**src/rtl/execute_mc_if.sv**
```systemverilog
// Execute-stage bundle: E-register operands and downstream status in, e_* results,
// condition codes and the multiplier stall request out.
interface execute_mc_if #(
    parameter int WIDTH = 64
);
    logic             E_valid;
    logic [3:0]       E_stat;
    logic [3:0]       E_icode;
    logic [3:0]       E_ifun;
    logic [WIDTH-1:0] E_valC;
    logic [WIDTH-1:0] E_valA;
    logic [WIDTH-1:0] E_valB;
    logic [3:0]       E_dstE;
    logic [3:0]       E_dstM;
    logic [3:0]       m_stat;
    logic [3:0]       W_stat;

    logic [3:0]       e_stat;
    logic [3:0]       e_icode;
    logic [WIDTH-1:0] e_valE;
    logic [WIDTH-1:0] e_valA;
    logic [3:0]       e_dstE;
    logic [3:0]       e_dstM;
    logic             e_Cnd;
    logic             cc_zf;
    logic             cc_sf;
    logic             cc_of;
    logic             e_busy;

    modport master (
        output E_valid, E_stat, E_icode, E_ifun, E_valC, E_valA, E_valB, E_dstE, E_dstM,
               m_stat, W_stat,
        input  e_stat, e_icode, e_valE, e_valA, e_dstE, e_dstM, e_Cnd,
               cc_zf, cc_sf, cc_of, e_busy
    );

    modport slave (
        input  E_valid, E_stat, E_icode, E_ifun, E_valC, E_valA, E_valB, E_dstE, E_dstM,
               m_stat, W_stat,
        output e_stat, e_icode, e_valE, e_valA, e_dstE, e_dstM, e_Cnd,
               cc_zf, cc_sf, cc_of, e_busy
    );
endinterface

```
**src/rtl/execute_mc.sv**
```systemverilog
// Y-86 execute stage: combinational ALU and condition logic, condition-code register,
// and an iterative shift-add signed multiplier for mulq that stalls via e_busy.
module execute_mc #(
    parameter int WIDTH  = 64,
    parameter bit MUL_EN = 1'b1
) (
    input  logic        clk,
    input  logic        rst,
    execute_mc_if.slave bus
);

    localparam logic [3:0] S_AOK    = 4'b1000;
    localparam logic [3:0] S_INS    = 4'b0001;
    localparam logic [3:0] REG_NONE = 4'hF;
    localparam logic [3:0] I_NOP    = 4'h1;
    localparam logic [3:0] I_CMOV   = 4'h2;
    localparam logic [3:0] I_IRMOV  = 4'h3;
    localparam logic [3:0] I_RMMOV  = 4'h4;
    localparam logic [3:0] I_MRMOV  = 4'h5;
    localparam logic [3:0] I_OP     = 4'h6;
    localparam logic [3:0] I_JXX    = 4'h7;
    localparam logic [3:0] I_CALL   = 4'h8;
    localparam logic [3:0] I_RET    = 4'h9;
    localparam logic [3:0] I_PUSH   = 4'hA;
    localparam logic [3:0] I_POP    = 4'hB;
    localparam int         CW       = $clog2(WIDTH);
    localparam int         MSB      = WIDTH - 1;

    typedef enum logic [1:0] {IDLE, RUN, DONE} mul_state_t;

    mul_state_t           state, state_nx;
    logic [2*WIDTH-1:0]   acc;
    logic [WIDTH-1:0]     mcand, mplier;
    logic                 mul_neg;
    logic [CW-1:0]        count;
    logic                 mul_start, mul_step;

    logic                 is_op, is_mul, op_illegal, stat_ok, cond, cnd;
    logic [WIDTH-1:0]     alu_res;
    logic                 alu_of;
    logic [2*WIDTH-1:0]   mul_prod;
    logic [WIDTH-1:0]     mul_lo;
    logic                 mul_of;
    logic [WIDTH:0]       add_sum;

    assign is_op      = bus.E_valid && (bus.E_icode == I_OP);
    assign is_mul     = is_op && (bus.E_ifun == 4'd4) && MUL_EN;
    assign op_illegal = is_op && ((bus.E_ifun > 4'd4) || ((bus.E_ifun == 4'd4) && !MUL_EN));
    assign stat_ok    = (bus.m_stat == S_AOK) && (bus.W_stat == S_AOK);

    // NOTE: every always_comb output gets a default first so no path can infer a latch.
    always_comb begin
        cond = 1'b0;
        case (bus.E_ifun)
            4'd0:    cond = 1'b1;
            4'd1:    cond = (bus.cc_sf ^ bus.cc_of) | bus.cc_zf;
            4'd2:    cond = bus.cc_sf ^ bus.cc_of;
            4'd3:    cond = bus.cc_zf;
            4'd4:    cond = !bus.cc_zf;
            4'd5:    cond = !(bus.cc_sf ^ bus.cc_of);
            4'd6:    cond = !(bus.cc_sf ^ bus.cc_of) && !bus.cc_zf;
            default: cond = 1'b0;
        endcase
    end

    assign cnd = bus.E_valid && ((bus.E_icode == I_CMOV) || (bus.E_icode == I_JXX)) && cond;

    always_comb begin
        alu_res = '0;
        alu_of  = 1'b0;
        case (bus.E_icode)
            I_CMOV:           alu_res = bus.E_valA;
            I_IRMOV:          alu_res = bus.E_valC;
            I_RMMOV, I_MRMOV: alu_res = bus.E_valB + bus.E_valC;
            I_CALL, I_PUSH:   alu_res = bus.E_valB - WIDTH'(8);
            I_RET, I_POP:     alu_res = bus.E_valB + WIDTH'(8);
            I_OP: begin
                case (bus.E_ifun)
                    4'd0: begin
                        alu_res = bus.E_valB + bus.E_valA;
                        alu_of  = (bus.E_valA[MSB] == bus.E_valB[MSB]) && (alu_res[MSB] != bus.E_valB[MSB]);
                    end
                    4'd1: begin
                        alu_res = bus.E_valB - bus.E_valA;
                        alu_of  = (bus.E_valA[MSB] != bus.E_valB[MSB]) && (alu_res[MSB] != bus.E_valB[MSB]);
                    end
                    4'd2:    alu_res = bus.E_valB & bus.E_valA;
                    4'd3:    alu_res = bus.E_valB ^ bus.E_valA;
                    default: alu_res = '0;
                endcase
            end
            default: alu_res = '0;
        endcase
    end

    // Magnitudes are multiplied unsigned; the sign is re-applied to the full 2*WIDTH product.
    assign add_sum  = {1'b0, acc[2*WIDTH-1:WIDTH]} + {1'b0, (mplier[0] ? mcand : '0)};
    assign mul_prod = mul_neg ? -acc : acc;
    assign mul_lo   = mul_prod[WIDTH-1:0];
    assign mul_of   = mul_prod[2*WIDTH-1:WIDTH] != {WIDTH{mul_prod[MSB]}};

    always_comb begin
        state_nx  = state;
        mul_start = 1'b0;
        mul_step  = 1'b0;
        case (state)
            IDLE: if (is_mul) begin
                state_nx  = RUN;
                mul_start = 1'b1;
            end
            RUN: if (!is_mul) begin
                state_nx = IDLE;
            end else begin
                mul_step = 1'b1;
                if (count == CW'(WIDTH - 1)) state_nx = DONE;
            end
            DONE:    state_nx = IDLE;
            default: state_nx = IDLE;
        endcase
    end

    // NOTE: sequential state uses non-blocking assignments so every register samples pre-edge values.
    always_ff @(posedge clk or posedge rst) begin
        if (rst) begin
            state <= IDLE;
        end else begin
            state <= state_nx;
        end
    end

    // NOTE: the multiplier datapath is reset too, so a fresh core never exposes stale operands.
    always_ff @(posedge clk or posedge rst) begin
        if (rst) begin
            acc     <= '0;
            mcand   <= '0;
            mplier  <= '0;
            mul_neg <= 1'b0;
            count   <= '0;
        end else if (mul_start) begin
            acc     <= '0;
            mcand   <= bus.E_valB[MSB] ? -bus.E_valB : bus.E_valB;
            mplier  <= bus.E_valA[MSB] ? -bus.E_valA : bus.E_valA;
            mul_neg <= bus.E_valB[MSB] ^ bus.E_valA[MSB];
            count   <= '0;
        end else if (mul_step) begin
            acc     <= {add_sum, acc[WIDTH-1:1]};
            mplier  <= mplier >> 1;
            count   <= count + CW'(1);
        end
    end

    always_ff @(posedge clk or posedge rst) begin
        if (rst) begin
            bus.cc_zf <= 1'b1;
            bus.cc_sf <= 1'b0;
            bus.cc_of <= 1'b0;
        end else if ((state == DONE) && is_mul && stat_ok) begin
            bus.cc_zf <= (mul_lo == '0);
            bus.cc_sf <= mul_lo[MSB];
            bus.cc_of <= mul_of;
        end else if (is_op && (bus.E_ifun < 4'd4) && stat_ok) begin
            bus.cc_zf <= (alu_res == '0);
            bus.cc_sf <= alu_res[MSB];
            bus.cc_of <= alu_of;
        end
    end

    assign bus.e_busy  = !rst && is_mul && (state != DONE);
    assign bus.e_stat  = op_illegal ? S_INS : bus.E_stat;
    assign bus.e_icode = bus.E_valid ? bus.E_icode : I_NOP;
    assign bus.e_valA  = bus.E_valA;
    assign bus.e_dstM  = bus.E_valid ? bus.E_dstM : REG_NONE;
    assign bus.e_Cnd   = cnd;
    assign bus.e_valE  = !bus.E_valid ? '0 :
                         is_mul       ? ((state == DONE) ? mul_lo : '0) : alu_res;
    assign bus.e_dstE  = (!bus.E_valid || op_illegal)                ? REG_NONE :
                         ((bus.E_icode == I_CMOV) && !cnd)            ? REG_NONE : bus.E_dstE;

endmodule

```
**src/flat_wrapper.sv**
```systemverilog
// flat-port wrapper written by rule: the top's interface ports become plain ports
module execute_mc_flat 
#(
    parameter int WIDTH  = 64,
    parameter bit MUL_EN = 1'b1
)
  (clk, rst, bus_E_valid, bus_E_stat, bus_E_icode, bus_E_ifun, bus_E_valC, bus_E_valA, bus_E_valB, bus_E_dstE, bus_E_dstM, bus_m_stat, bus_W_stat, bus_e_stat, bus_e_icode, bus_e_valE, bus_e_valA, bus_e_dstE, bus_e_dstM, bus_e_Cnd, bus_cc_zf, bus_cc_sf, bus_cc_of, bus_e_busy);
  execute_mc_if #(.WIDTH(WIDTH)) bus_i ();
  input  logic clk;
  input  logic rst;
  input wire logic [$bits(bus_i.E_valid)-1:0] bus_E_valid;
  input wire logic [$bits(bus_i.E_stat)-1:0] bus_E_stat;
  input wire logic [$bits(bus_i.E_icode)-1:0] bus_E_icode;
  input wire logic [$bits(bus_i.E_ifun)-1:0] bus_E_ifun;
  input wire logic [$bits(bus_i.E_valC)-1:0] bus_E_valC;
  input wire logic [$bits(bus_i.E_valA)-1:0] bus_E_valA;
  input wire logic [$bits(bus_i.E_valB)-1:0] bus_E_valB;
  input wire logic [$bits(bus_i.E_dstE)-1:0] bus_E_dstE;
  input wire logic [$bits(bus_i.E_dstM)-1:0] bus_E_dstM;
  input wire logic [$bits(bus_i.m_stat)-1:0] bus_m_stat;
  input wire logic [$bits(bus_i.W_stat)-1:0] bus_W_stat;
  output wire logic [$bits(bus_i.e_stat)-1:0] bus_e_stat;
  output wire logic [$bits(bus_i.e_icode)-1:0] bus_e_icode;
  output wire logic [$bits(bus_i.e_valE)-1:0] bus_e_valE;
  output wire logic [$bits(bus_i.e_valA)-1:0] bus_e_valA;
  output wire logic [$bits(bus_i.e_dstE)-1:0] bus_e_dstE;
  output wire logic [$bits(bus_i.e_dstM)-1:0] bus_e_dstM;
  output wire logic [$bits(bus_i.e_Cnd)-1:0] bus_e_Cnd;
  output wire logic [$bits(bus_i.cc_zf)-1:0] bus_cc_zf;
  output wire logic [$bits(bus_i.cc_sf)-1:0] bus_cc_sf;
  output wire logic [$bits(bus_i.cc_of)-1:0] bus_cc_of;
  output wire logic [$bits(bus_i.e_busy)-1:0] bus_e_busy;
  assign bus_i.E_valid = bus_E_valid;
  assign bus_i.E_stat = bus_E_stat;
  assign bus_i.E_icode = bus_E_icode;
  assign bus_i.E_ifun = bus_E_ifun;
  assign bus_i.E_valC = bus_E_valC;
  assign bus_i.E_valA = bus_E_valA;
  assign bus_i.E_valB = bus_E_valB;
  assign bus_i.E_dstE = bus_E_dstE;
  assign bus_i.E_dstM = bus_E_dstM;
  assign bus_i.m_stat = bus_m_stat;
  assign bus_i.W_stat = bus_W_stat;
  assign bus_e_stat = bus_i.e_stat;
  assign bus_e_icode = bus_i.e_icode;
  assign bus_e_valE = bus_i.e_valE;
  assign bus_e_valA = bus_i.e_valA;
  assign bus_e_dstE = bus_i.e_dstE;
  assign bus_e_dstM = bus_i.e_dstM;
  assign bus_e_Cnd = bus_i.e_Cnd;
  assign bus_cc_zf = bus_i.cc_zf;
  assign bus_cc_sf = bus_i.cc_sf;
  assign bus_cc_of = bus_i.cc_of;
  assign bus_e_busy = bus_i.e_busy;
  execute_mc #(.WIDTH(WIDTH), .MUL_EN(MUL_EN)) u_core (.clk(clk), .rst(rst), .bus(bus_i));
endmodule
```
**config.mk**
```make
export PLATFORM = sky130hd
export DESIGN_NAME = execute_mc_flat
export DESIGN_NICKNAME = d
export VERILOG_FILES = /design/src/rtl/execute_mc_if.sv /design/src/rtl/execute_mc.sv /design/src/flat_wrapper.sv
export SDC_FILE = /design/constraint.sdc
export NUM_CORES = 2
export LEC_CHECK = 0
export BUFFER_PORTS_ARGS = -buffer_cell sky130_fd_sc_hd__buf_4
export CAP_MARGIN = 20
export CORE_UTILIZATION = 28
export CTS_CLUSTER_SIZE = 25
export DETAILED_ROUTE_END_ITERATION = 7
export PLACE_DENSITY = 0.41
export SLEW_MARGIN = 20
export SYNTH_ARGS = -nofsm -noshare
export SYNTH_HDL_FRONTEND = slang
export SYNTH_SLANG_ARGS = --single-unit
```
**constraint.sdc**
```tcl
create_clock -name clk -period 15 [get_ports clk]
set_clock_uncertainty 0.1 [all_clocks]
set_input_delay 2.25 -clock clk [delete_from_list [all_inputs] [get_ports clk]]
set_output_delay 2.25 -clock clk [all_outputs]
set_load 0.01 [all_outputs]
```
==> impl_metrics.ini <==
[pwr]
p_per_area_mw_per_mm2 = 63.3
intPower_mw = 1.67
vdd.ir_drop.worst_mv = 0.0735
p_sw_mw = 1.34
combPwrFrac = 0.442
p_clk_frac = 0.305
p_leak_nw = 20.1
seqPwrFrac = 0.253
switching_share = 0.444

[yosys]
synth_area_mm2 = 0.0422
yosys_warnings = 0
synth_ff_type = dfrtp_1
yosysTopAreaCell = dfrtp_1
synth_nets = 6632
yosys-top-cells-area = dfrtp_1 (16%), ha_1 (7.7%), nand2_1 (7.0%)
ys_seq_elements = 268
async_reset_ff_frac = 1.00
seq_area_frac_synth = 0.159
synth_top_area_share = 0.158
avgSynthCellArea_um2 = 6.87
netlist-cell-type-count = 93
synthCells = 6145
synth_enable_flop_cells = 0

[floorplan]
die_h_um = 390
ios = 372
coreArea_mm2 = 0.150
die_area_mm2 = 0.152
dieWidth_um = 390
fp-row-count = 142
start_util = 0.282

[final_layout]
final_nets = 6654
layout_commonest_cell = nand2_1
drive_above_1_share = 0.104
stdcell_area_mm2 = 0.0476
final_cells = 8215
mostFrequentLayoutCells = nand2_1 (782), o21ai_0 (540), nor2_1 (481)
area_growth_pct = 12.7

[place]
place_congestion = 1.04
placed_area_mm2 = 0.0464
dpl.cell_count = 8142
dp_hpwl_um = 203000
port-buffer-count = 371

[cts]
cts_tree = done
cts_root_buf = clkbuf_16
clk_path_buf_depth = 3
path_clk_slew_ns = 0.05
insertion_delay_ns = 0.63
h-tree-depth = 2
cts_resized = 0
cts_sinks = 268
cts_setup_buffers = 0
hold_buffers = 0
numCtsBuffers = 39

[routing]
wl_um = 256000
dr_wl_met2_um = 106000
via_per_inst = 6.14
firstDrtPassIters = 6
wl_met3_um = 23100
drt_iter0_drc = 6348
drcViolationCount = 0
routedWlPerCell_um = 31.2
antenna_left = 0
highest_layer = met5
wl_met1_um = 116000
vias = 50400

[setup_path]
crit_start = bus_E_valB[39]
cp_max_fo = 18
critPathArrivalTime_ns = 8.25
critical_path.max_stage_delay_ns = 0.64
worst_path_max_delay_cell = or4_1
crit_chain = buf_4 -> ha_1 -> nand4_1 -> or4_1 -> or4_1 -> a311oi_1 -> nor3_1 -> o21ai_0 -> a221o_1 -> a31oi_1 -> o21a_1 -> mux2i_1 -> a211oi_1 -> o221ai_1 -> o21a_1 -> buf_4
crit_buf_inv = 2
cp_top_family = compound AO/OA/AOI/OAI gates
required_ns = 12.65
worstReg2RegStart = u_core.acc[57]
endpoint_kind = primary output
cp-start-kind = input pin
critPathKind = in2out

[hold_path]
hp-class = reg2reg
hold_path_startpoint = u_core.mcand[48]

[sta]
grt_setup_unrepaired = false
setup_tns_ns = 0
worstMarginPinSlew_ns = 1.18
setup_viol = 0
slew_headroom = 0.211
min_period_ns = 10.60
finalHoldViolations = 0
finalCritPeriodShare = 0.707
fmax_ghz = 0.0943
whs_ns = 0.367
drv_slew = 0

[grt]
grt_pass1_vias = 46700
grt_max_degree = 107
antenna_found_initial = 24
grt_pass1_wl_um = 357000
grt_overflow = 0
track_usage = 0.322

[flow_run]
cap_violations = 0

[run_status]
outcome = finished clean
cells in the mapped netlist (124+ instances only):
cell type / number
nor2_1: 485
a21oi_1: 444
nand2_1: 784
o31ai_1: 125
inv_1: 197
nor4_1: 124
clkbuf_1: 376
xnor2_1: 254
dfrtp_1: 267
ha_1: 260
nor3_1: 161
o21ai_0: 540
nand3_1: 241
xor2_1: 190
routing by layer:
layer  vias up  GRT usage
met2      2582      0.476
met5         -          0
li1      22600          -
met1     24800      0.460
met3       404     0.0598
met4        10      0.120
worst paths after layout:
path | endpoint | slack [ns] | cells past startpoint
min in group asynchronous | u_core.mplier[1] | 1.66 | 2
hold / removal | u_core.mcand[48] | 0.37 | 2
setup reg to reg | u_core.bus.cc_of | 8.32 | 13
hold reg to reg | u_core.mcand[48] | 0.37 | 2
max in group asynchronous | u_core.mul_neg | 10.82 | 4
setup / recovery | bus_e_valE[63] | 4.40 | 16
sequential cells by signal, indices dropped and copies added, names as in the netlist:
name / count
u_core.mul_neg: 1
u_core.bus.cc_of: 1
u_core.acc: 128
u_core.count: 6
u_core.bus.cc_zf: 1
u_core.mcand: 64
u_core.mplier: 64
u_core.bus.cc_sf: 1
u_core.state: 2
final cells by class:
type                            count  area (µm²)
Sequential cell                   268        6720
Timing Repair Buffer              477        3610
Fill cell                       16500      102000
Antenna cell                        7        17.5
Inverter                          201         762
Clock buffer                       60        1120
Multi-Input combinational cell   5180       32800
Tap cell                         2016        2520
Clock inverter                      6        73.8
tightest hold or removal path, stage by stage, from the launching register on:
cell and delay (ns):
dfrtp_1 0.33, nand2_1 0.04, o21ai_0 0.06
through the flow:
| stage | setup slack [ns] | total power [mW] | util |
|---|---|---|---|
| 6_report | 4.40 | 3.01 | 0.318 |
| 5_1_grt | 4.27 | 3.13 | 0.318 |
| 4_1_cts | 4.45 | 3.00 | 0.318 |
| 3_5_place_dp | 4.48 | 2.06 | 0.310 |
| 3_3_place_gp | 4.42 | 2.06 | 0.310 |
| 2_1_floorplan | 5.27 | 1.52 | - |
power groups by stage:
| stage | logic (mW) | clock network, mW | registers [mW] |
|---|---|---|---|
| after CTS | 1.28 | 0.948 | 0.763 |
| after global placement | 1.29 | 0 | 0.775 |
| after global routing | 1.39 | 0.968 | 0.766 |
| final | 1.33 | 0.917 | 0.763 |
| after floorplan | 0.750 | 0 | 0.765 |
| after detailed placement | 1.28 | 0 | 0.776 |
logic make-up after synthesis:
group	synth area share
simple gates	0.279
compound gates	0.305
buf+inv	0.0681
xor+xnor	0.0921
flops	0.159
fa+ha+maj	0.0789
mux	0.0184
Power figures use the tool's default switching activity.
